===== src/rtl/prio_enc_rr_pkg.sv =====
// ============================================================================
// Module      : basic_chars_pkg
// Description : Shared constants for the basic_characters library blocks.
// Revision    : 1.0 - initial release
// ============================================================================
`default_nettype none

package basic_chars_pkg;

    localparam logic MODE_FIXED = 1'b0;
    localparam logic MODE_RR    = 1'b1;

endpackage : basic_chars_pkg

`default_nettype wire


===== src/rtl/prio_enc_rr_lsb.sv =====
// ============================================================================
// Module      : prio_lsb
// Description : Combinational lowest-set-bit finder (position, one-hot, any).
// Revision    : 1.0 - initial release
// ============================================================================
`default_nettype none

module prio_lsb #(
    parameter int WIDTH = 8,
    parameter int POS_W = $clog2(WIDTH)
) (
    input  logic [WIDTH-1:0] vec,
    output logic [POS_W-1:0] pos,
    output logic [WIDTH-1:0] onehot,
    output logic             any
);

    always_comb begin
        onehot = vec & (~vec + WIDTH'(1));
        any    = |vec;
        pos    = '0;
        for (int i = WIDTH - 1; i >= 0; i--) begin
            if (vec[i]) begin
                pos = POS_W'(i);
            end
        end
    end

endmodule : prio_lsb

`default_nettype wire


===== src/rtl/prio_enc_rr.sv =====
// ============================================================================
// Module      : prio_enc_rr
// Description : Registered fixed/round-robin priority encoder, valid/ready.
// Revision    : 1.0 - initial release
// ============================================================================
`default_nettype none

module prio_enc_rr
    import basic_chars_pkg::*;
#(
    parameter int WIDTH = 8,
    parameter int POS_W = $clog2(WIDTH)
) (
    input  logic             clk,
    input  logic             rst_n,
    input  logic             in_valid,
    output logic             in_ready,
    input  logic [WIDTH-1:0] in,
    input  logic             mode,
    output logic             out_valid,
    input  logic             out_ready,
    output logic [POS_W-1:0] pos,
    output logic [WIDTH-1:0] onehot,
    output logic             none
);

    logic             r_out_valid;
    logic [POS_W-1:0] r_pos;
    logic [WIDTH-1:0] r_onehot;
    logic             r_none;
    logic [POS_W-1:0] r_ptr;

    logic             w_accept;
    logic [WIDTH-1:0] w_lowmask;
    logic [WIDTH-1:0] w_masked;
    logic [POS_W-1:0] w_m_pos;
    logic [WIDTH-1:0] w_m_onehot;
    logic             w_m_any;
    logic [POS_W-1:0] w_f_pos;
    logic [WIDTH-1:0] w_f_onehot;
    logic             w_f_any;
    logic [POS_W-1:0] w_pos;
    logic [WIDTH-1:0] w_onehot;
    logic [POS_W-1:0] w_ptr_nxt;

    assign in_ready = !r_out_valid || out_ready;
    assign w_accept = in_valid && in_ready;

    // Round-robin window: only bits at or above the pointer.
    assign w_lowmask = (WIDTH'(1) << r_ptr) - WIDTH'(1);
    assign w_masked  = in & ~w_lowmask;

    prio_lsb #(.WIDTH(WIDTH), .POS_W(POS_W)) u_masked (
        .vec    (w_masked),
        .pos    (w_m_pos),
        .onehot (w_m_onehot),
        .any    (w_m_any)
    );

    prio_lsb #(.WIDTH(WIDTH), .POS_W(POS_W)) u_full (
        .vec    (in),
        .pos    (w_f_pos),
        .onehot (w_f_onehot),
        .any    (w_f_any)
    );

    // Masked search wraps to the unmasked search when nothing is above ptr.
    always_comb begin
        w_pos    = w_f_pos;
        w_onehot = w_f_onehot;
        if (mode == MODE_RR && w_m_any) begin
            w_pos    = w_m_pos;
            w_onehot = w_m_onehot;
        end
        w_ptr_nxt = (w_pos == POS_W'(WIDTH - 1)) ? '0 : w_pos + POS_W'(1);
    end

    always_ff @(posedge clk or negedge rst_n) begin
        if (!rst_n) begin
            r_out_valid <= 1'b0;
            r_pos       <= '0;
            r_onehot    <= '0;
            r_none      <= 1'b0;
            r_ptr       <= '0;
        end else begin
            if (w_accept) begin
                r_out_valid <= 1'b1;
                r_pos       <= w_f_any ? w_pos : '0;
                r_onehot    <= w_onehot;
                r_none      <= !w_f_any;
                if (mode == MODE_RR && w_f_any) begin
                    r_ptr <= w_ptr_nxt;
                end
            end else if (out_ready) begin
                r_out_valid <= 1'b0;
            end
        end
    end

    assign out_valid = r_out_valid;
    assign pos       = r_pos;
    assign onehot    = r_onehot;
    assign none      = r_none;

endmodule : prio_enc_rr

`default_nettype wire


===== config.mk =====
export PLATFORM = sky130hd
export DESIGN_NAME = prio_enc_rr
export DESIGN_NICKNAME = d
export VERILOG_FILES = /design/src/rtl/prio_enc_rr_pkg.sv /design/src/rtl/prio_enc_rr_lsb.sv /design/src/rtl/prio_enc_rr.sv
export SDC_FILE = /design/constraint.sdc
export NUM_CORES = 1
export LEC_CHECK = 0
export ABC_AREA = 1
export BUFFER_PORTS_ARGS = -buffer_cell sky130_fd_sc_hd__buf_2
export CORE_UTILIZATION = 50
export CTS_BUF_LIST = sky130_fd_sc_hd__clkbuf_16
export CTS_CLUSTER_SIZE = 24
export DETAILED_ROUTE_END_ITERATION = 10
export PLACE_DENSITY = 0.75
export SYNTH_ARGS = -nofsm -noshare
export SYNTH_HDL_FRONTEND = slang
export SYNTH_SLANG_ARGS = --single-unit
export TNS_END_PERCENT = 100

===== constraint.sdc =====
create_clock -name clk -period 2.65 [get_ports clk]
set_input_delay 0.1325 -clock clk [delete_from_list [all_inputs] [get_ports clk]]
set_output_delay 0.1325 -clock clk [all_outputs]
set_load 0.01 [all_outputs]

; ---- Yosys cells after proc, flatten, opt, wreduce, memory -nomap -nowiden
; Index checks and enable logic that the tools add are counted.
[op_classes]
add_sub_neg = 4
eq_ne = 1
n_shift = 1
mux = 22
n_bitwise = 6
n_reduce_logical = 10
[op_table]
columns = op, n
row1 = 3-bit two-way mux, 19
row2 = 8-bit AND, 3
row3 = 8-bit NOT, 3
row4 = "8-bit by 1-bit adder with 8-bit output, second input constant", 2
row5 = 8-bit OR reduction, 2
row6 = 8-bit two-way mux, 1
row7 = "1-bit by 3-bit left shift with 8-bit output, first input constant", 1
row8 = "8-bit by 2-bit subtractor with 8-bit output, second input constant", 1
row9 = "3-bit by 1-bit adder with 3-bit output, second input constant", 1
row10 = "3-bit equality test, second input constant", 1
row11 = 1-bit logical AND, 3
row12 = 1-bit logical NOT, 2
row13 = 1-bit two-way mux, 2
row14 = 2-bit AND reduction, 1
row15 = 2-bit nonzero test, 1
row16 = 1-bit logical OR, 1
[word_totals]
register_bits = 16
inputBits = 13
output_inout_bits = 14
wordCells = 49

; ---- Longest topological paths before layout
; Gate-level depths: netlist of run 1.
[depth]
word_depth = 15
depth_mapped = 15
depth_no_buf = 14

; ---- Cells and area by module
; A second synthesis of run 1 with hierarchy kept.
[unflattened]
hier_cells = 191
hier_area_um2 = 1216.2
[by_module_without_submodules]
columns = module, instances, cells_each, area_each_um2, seq_area_each_um2
row1 = prio_enc_rr, 1, 119, 898.4, 400.4
row2 = prio_lsb, 2, 36, 158.9, 0.0

; ---- Worst setup path before layout of run 1
; Ideal clock, no wire load.
[synth_timing]
kind = reg2reg
start = register r_ptr[1]
end = register r_ptr[2]
setup_time_ps = 125
arrival_time_ps = 1779
required_time_ps = 2525
slack_ps = 746
stages_incl_launch_ff = 14
path_buffers = 1
period_less_slack_ps = 1904
path_cell_list = dfrtp_1 -> nor2_1 -> nand3_2 -> nand2_2 -> nor2_4 -> nand2_4 -> nand2_4 -> buf_12 -> nand2_2 -> o21ai_2 -> ha_1 -> ha_1 -> nor2_1 -> a21oi_1
[synth_between]
elab_chain_len = 15
elab_cells_between_ends = 18
cone_classes = add/sub: 2 / eq/ne: 1 / shift: 1 / mux: 10 / bitwise: 2 / reduce/logical: 2
[synth_lines]
columns = item, line
row1 = start: declaration, prio_enc_rr.sv:31  ; logic [POS_W-1:0] r_ptr;
row2 = start signal: assignment, prio_enc_rr.sv:92  ; r_ptr <= w_ptr_nxt;
row3 = 1-bit by 3-bit left shift with 8-bit output (*), prio_enc_rr.sv:50  ; assign w_lowmask = (WIDTH'(1) << r_ptr) - WIDTH'(1);
row4 = 8-bit by 2-bit subtractor with 8-bit output (*), prio_enc_rr.sv:50
row5 = 8-bit NOT (*), prio_enc_rr.sv:51  ; assign w_masked = in & ~w_lowmask;
row6 = 8-bit AND (*), prio_enc_rr.sv:51
row7 = 3-bit two-way mux (8 in a row), prio_enc_rr_lsb.sv:23  ; if (vec[i]) begin
row8 = 3-bit two-way mux (*), prio_enc_rr.sv:71  ; if (mode == MODE_RR && w_m_any) begin
row9 = 3-bit by 1-bit adder with 3-bit output / 3-bit equality test (equally long branches), prio_enc_rr.sv:75  ; w_ptr_nxt = (w_pos == POS_W'(WIDTH - 1)) ? '0 : w_pos + POS_W'(1);
row10 = 3-bit two-way mux (*), prio_enc_rr.sv:75
row11 = net w_ptr_nxt[2], prio_enc_rr.sv:44  ; logic [POS_W-1:0] w_ptr_nxt;
; Mark *: on every way through the listed nets, which the timed path passes. The rest lies on a longest branch.
; A chain may end at the register's enable or synchronous reset.

; ---- Worst setup path in the final report of run 1
; Ends and elaborated chain as after synthesis.

==> qor.yml, run 1 <==
fmax_ghz: 0.478
start_util: 0.551
rsz0062_at_grt: "no"
crit_family: "simple AND/OR/NAND/NOR gates"
whs_ns: 0.160
ys_warn_count: 0
setup_viol: 0
netlist_instances: 165
wl_mm: 2.78
ys_seq_area_frac: 0.356
portBuffers: 26
cpMaxStageDelayCell: "dfrtp_1"
first_pass_iters: 4
grt_pass1_wl_mm: 4.97
cp.required_ns: 2.78
cp_slowest_stage_delay_ns: 0.43
grt-ovfl-total: 0
slew_violations: 0
whs_path_depth: 4
rows: 16
r2r_cells: 12
dpl.hpwl_mm: 2.19
worst_ir_drop_vdd_mv: 0.474
tightest_slew_ns: 0.424
clockRootBuffer: "clkbuf_16"
synth_area_leaders: "dfrtp_1, nand2_1, nor2_1, nand3_1, inv_1"
cp_common_cell: "nor2_1"
cp.depth: 12
crit_path_cell_trace: "nor2_1, nor2_1, nor2_2, nor2_2, nand2_4, nand3_1, o21ai_2, inv_1, ha_1, ha_1, nor2_1, a21oi_1"
layout.nets: 209
relSlewSlack: 0.717
final_common_cell: "nand2_1"
clock_latency_ns: 0.25
clockBufferDepth: 2
crit_arrival_ns: 2.23
drtIter0Drc: 19
synth_top_cell_by_area: "dfrtp_1"
dieWidth_um: 49.5
synth_nets: 180
cts-htree-levels: 1
vias_per_cell: 5.17
dp_slack_ns: 0.602
status: "finished clean"
grt_pass1_vias: 1124
worst-path-buf-inv: 1
cts_tree: "done"
antenna_found_initial: 0
hold_viol_final: 0
tns_ns: 0
fill_cells: 193
cts-resized-gates: 0
maxCapViolCount: 0
grt_start_max_net_pins: 17
hold_class: "in -> reg"
cts_buffers: 3
clkTransAtPathRegs_ns: 0.05
layout_min_cycle_time_ns: 2.09
postCtsSetupBuffers: 0
syn_area_um2: 1130
cp-start-kind: "register"
wl_per_cell_um: 12.7
drtAntennaViolNets: 0
drc: 0
cts_sinks: 16
fin_ws_ns: 0.558
coreArea_um2: 2040
drive_gt1_frac: 0.249
end_kind: "register"
fin_worst_skew_ns: 0.00370
synth_cell_type_count: 26
via_count: 1137
die_area_um2: 2450
crit_path_max_fanout: 6
crit_type: "reg -> reg"
p_leak_uw: 0.000759
avgSynthCellArea_um2: 6.82
diodes: 0
die_y_um: 49.5
ios: 27
synth_top_area_frac: 0.356
gp_congestion: 1.00
grtUsageTotal: 0.271
syn_to_final_growth_pct: 19.9
timing.final.crit_share: 0.790
total_power_uw: 1100
layout_common_cells: "nand2_1, buf_2, nor2_1"
ys_ff_latch: 16
powerDensity_nw_per_um2: 816
[area by class of cell]
class	instances	area [um^2]	area share
timing repair buffer	27	140	0.104
multi-input combinational	129	631	0.467
clock buffer	3	75.1	0.0556
sequential	16	400	0.297
clock inverter	1	3.75	0.00278
inverter	17	66.3	0.0491
tap	27	33.8	0.0250
[per-layer routing]
| layer | global-route usage | vias up | part of all wire |
|---|---|---|---|
| met2 | 0.489 | 29 | 0.50 |
| met4 | 0.100 | 0 | 0.016 |
| met5 | 0 | - | 0 |
| li1 | - | 588 | - |
| met3 | 0.0401 | 5 | 0.036 |
| met1 | 0.323 | 515 | 0.45 |
[state kept, by name, indices dropped and copies added (netlist names)]
register	cells
onehot	8
pos	3
r_ptr	3
none	1
out_valid	1
[worst reg2reg max path: stages (launching register included)]
cell	delay, ns
dfrtp_1	0.43
nor2_1	0.20
nor2_1	0.09
nor2_2	0.18
nor2_2	0.09
nand2_4	0.08
nand3_1	0.12
o21ai_2	0.16
inv_1	0.05
ha_1	0.18
ha_1	0.26
nor2_1	0.10
a21oi_1	0.05
[path summary, 6_finish.rpt]
check,from,endpoint,slack [ns]
setup / recovery,r_ptr[1],r_ptr[2],0.56
hold / removal,out_ready,out_valid,0.16
setup reg to reg,r_ptr[1],r_ptr[2],0.56
hold reg to reg,onehot[7],onehot[7],0.47
max in group asynchronous,rst_n,onehot[0],2.06
min in group asynchronous,rst_n,onehot[7],0.32
[kinds of logic after synthesis]
logic type	count (synthesis)	synth area share
adder cells (fa/ha/maj)	2	0.0222
flip-flops	16	0.356
buffers and inverters	20	0.0844
AND/OR/NAND/NOR	107	0.429
AO/OA/AOI/OAI	20	0.109
[stage by stage]
step	instance area [um^2]	utilization	cells
floorplan	1130	-	165
global placement	1260	0.618	215
detailed placement	1260	0.618	215
CTS	1350	0.661	220
global route	1350	0.661	220
finish	1350	0.661	220
[Yosys cell counts (all sizes together)]
| library cell | n |
|---|---|
| nand2 | 60 |
| nor2 | 27 |
| inv | 17 |
| dfrtp | 16 |
| nand3 | 14 |
| o21ai | 9 |
| a21oi | 7 |
| nand4 | 4 |
| a21boi | 2 |
| a31oi | 2 |
| buf | 2 |
| ha | 2 |
| clkbuf | 1 |
| nor3 | 1 |
| or2 | 1 |
[what timing repair did]
action / 4_1_cts / 5_1_grt
hold buffers: 1 / 0
endpoints found under the setup margin: 0 / 0
hold endpoints to repair: 16 / 0
[where the power goes]
part           internal [uW]  leakage [uW]  switching (uW)
Clock                    201     0.0000385             102
Combinational            158      0.000523             294
Sequential               304      0.000197            43.1
Total                    663      0.000759             439
Note: power is estimated with default switching activity, not from simulation.
==> run 2: changes to the inputs <==
--- a/config.mk
+++ b/config.mk
@@ -5,13 +5,13 @@
 export SDC_FILE = /design/constraint.sdc
 export NUM_CORES = 1
 export LEC_CHECK = 0
-export ABC_AREA = 1
+export ABC_AREA = 0
 export BUFFER_PORTS_ARGS = -buffer_cell sky130_fd_sc_hd__buf_2
 export CORE_UTILIZATION = 50
 export CTS_BUF_LIST = sky130_fd_sc_hd__clkbuf_16
 export CTS_CLUSTER_SIZE = 24
 export DETAILED_ROUTE_END_ITERATION = 10
-export PLACE_DENSITY = 0.75
+export PLACE_DENSITY = 0.74
 export SYNTH_ARGS = -nofsm -noshare
 export SYNTH_HDL_FRONTEND = slang
 export SYNTH_SLANG_ARGS = --single-unit
==> constraint.sdc (replaced) <==
create_clock -name clk -period 1.95 [get_ports clk]
set_input_delay 0.0975 -clock clk [delete_from_list [all_inputs] [get_ports clk]]
set_output_delay 0.0975 -clock clk [all_outputs]
set_load 0.01 [all_outputs]
==> run 2 against run 1 <==
Against the previous run: the flow now finishes with violations (negative setup slack); wire length is 53% higher; count of clock-buffer cells in the layout stayed put; setup slack worse by 0.92 ns; final area is 34% higher; hold slack worse by 0.081 ns; utilization is 13 points higher; first-iteration DRC count grew to 4.5 times the previous value; sequential share of layout area is 7.4 points lower; synthesized area is 12% higher; critical path type unchanged; highest routed layer unchanged.
==> qor.yml, run 2 <==
timing.final.crit_share: 1.19
cts-htree-levels: 1
drtIter0Drc: 86
syn_area_um2: 1270
cts_sinks: 16
vias_per_cell: 6.27
postLayoutCellArea_um2: 1810
tightest_slew_ns: 0.493
crit_arrival_ns: 2.47
slew_violations: 0
wl_per_cell_um: 18.3
drtAntennaViolNets: 0
multi_input_area_um2: 836
rsz0062_at_grt: "yes"
whs_ns: 0.0791
grtUsageTotal: 0.318
avgSynthCellArea_um2: 8.61
rows: 17
synth_top_cell_by_area: "dfrtp_1"
ys_ff_latch: 16
grt_pass1_wl_mm: 6.27
cp.required_ns: 2.10
antenna_found_initial: 0
ys_warn_count: 0
fin_ws_ns: -0.364
crit_path_max_fanout: 5
synthArstFlopShare: 1.00
netlist_instances: 147
clkTransAtPathRegs_ns: 0.05
gp_congestion: 0.916
via_count: 1460
clockBufferDepth: 2
dpl-instance-area_um2: 1600
seqCellArea_um2: 403
yosysMostFrequentCell: "dfrtp_1"
synth_area_leaders: "dfrtp_1, a221o_1, o21ai_0, nand2_1, nor2_1"
drive_gt1_frac: 0.449
ios: 27
cpMaxStageDelayCell: "dfrtp_1"
p_leak_uw: 0.000866
worst_ir_drop_vdd_mv: 0.851
synth_cell_type_count: 47
first_pass_iters: 4
ys.flop_type: "dfrtp_1"
synth_nets: 162
dpl.hpwl_mm: 2.63
end_kind: "register"
crit_path_cell_trace: "buf_6, a21bo_2, a21oi_1, buf_4, o31a_4, nand3_2, o21ai_1, ha_2, ha_2, or2_4, o31ai_2"
relSlewSlack: 0.671
cp-start-kind: "register"
maxCapViolCount: 0
cts_tree: "done"
final_util: 0.788
powerDensity_nw_per_um2: 1190
fmax_ghz: 0.432
coreArea_um2: 2300
start_util: 0.551
die_y_um: 52.3
layout.nets: 221
synth_edf_count: 0
final_common_cell: "buf_4"
die_area_um2: 2740
total_power_uw: 2160
synth_top_area_frac: 0.316
fill_cells: 150
clock_latency_ns: 0.25
diodes: 0
portBuffers: 26
largest_reg_flops: 8
cp_common_cell: "ha_2"
syn_to_final_growth_pct: 42.9
yosys-top-cells-count: "dfrtp_1, nand2_1, nor2_1"
hold_class: "in -> reg"
grt_pass1_vias: 1271
hold_viol_final: 0
crit_type: "reg -> reg"
dieWidth_um: 52.3
grt-ovfl-total: 0
fin_worst_skew_ns: 0.00580
ys_seq_area_frac: 0.316
clockRootBuffer: "clkbuf_16"
layout_common_cells: "buf_4, buf_2, dfrtp_1"
status: "finished with violations"
layout_min_cycle_time_ns: 2.31
cp_slowest_stage_delay_ns: 0.41
grt_start_max_net_pins: 17
drc: 0
violations: "negative setup slack"
wl_mm: 4.27
setup_viol: 10
cts_buffers: 3
## run 2: changes by cell type after synthesis, sizes merged, moves of 7 or more
cell,previous run,this run
nand3,14,4
nor2,27,13
inv,17,4
nor3,1,8
nand2,60,13
## run 2: per-layer routing
metal / global-route usage / vias up / wire [um]
met2: 0.546 / 103 / 2120
met1: 0.396 / 671 / 1630
li1: - / 666 / -
met3: 0.0406 / 20 / 346
met5: 0 / - / 0
met4: 0.132 / 0 / 176
## run 2: layout make-up
class / count / share of cell area
clock buffers: 3 / 0.0415
flip-flops and latches: 16 / 0.223
multi-input cells: 115 / 0.462
well taps: 28 / 0.0194
repair buffers: 66 / 0.244
clock inverters: 1 / 0.00207
inverters: 4 / 0.00830
## run 2: what timing repair did
action,in CTS,in global routing
resized for setup,7,8
endpoints found under the hold margin,16,0
hold buffers,1,0
buffers inserted,5,5
setup endpoints to repair,5,13
pin swaps,3,4
## run 2: power breakdown
group          switching [uW]  internal, uW  total (uW)
logic                     630           624        1250
registers                70.4           421         492
clock network             139           273         412
## run 2: worst paths after layout
kind / endpoint / cells after the start / from / slack [ns]
min reg2reg: onehot[4] / 2 / onehot[4] / 0.48
min in group asynchronous: onehot[0] / 2 / rst_n / 0.30
max: r_ptr[0] / 11 / r_ptr[1] / -0.36
max reg2reg: r_ptr[0] / 11 / r_ptr[1] / -0.36
min: out_valid / 2 / in_valid / 0.08
max in group asynchronous: r_ptr[0] / 2 / rst_n / 1.35
## run 2: worst max-delay path, delay by kind of cell, from the launching register on
family	cells	cell delay (ns)
and+or+nand+nor	2	0.31
AOI/OAI and AO/OA	5	0.85
DFF	1	0.41
buffers and inverters	2	0.28
adders and majority gates	2	0.36
## run 2: cell families after synthesis
logic type,after synthesis,share of synthesized area
mux,4,0.0336
fa+ha+maj,2,0.0198
buf+inv,16,0.0652
flops,16,0.316
simple gates,61,0.266
compound gates,48,0.299
## run 2: stage by stage
| step | cells | TNS [ns] | worst slack (ns) |
|---|---|---|---|
| after floorplan | 147 | -0.784 | -0.327 |
| after CTS | 229 | -0.885 | -0.316 |
| after detailed placement | 219 | -1.11 | -0.394 |
| final | 233 | -1.23 | -0.364 |
| after global placement | 219 | -0.815 | -0.328 |
| after global routing | 233 | -2.07 | -0.408 |
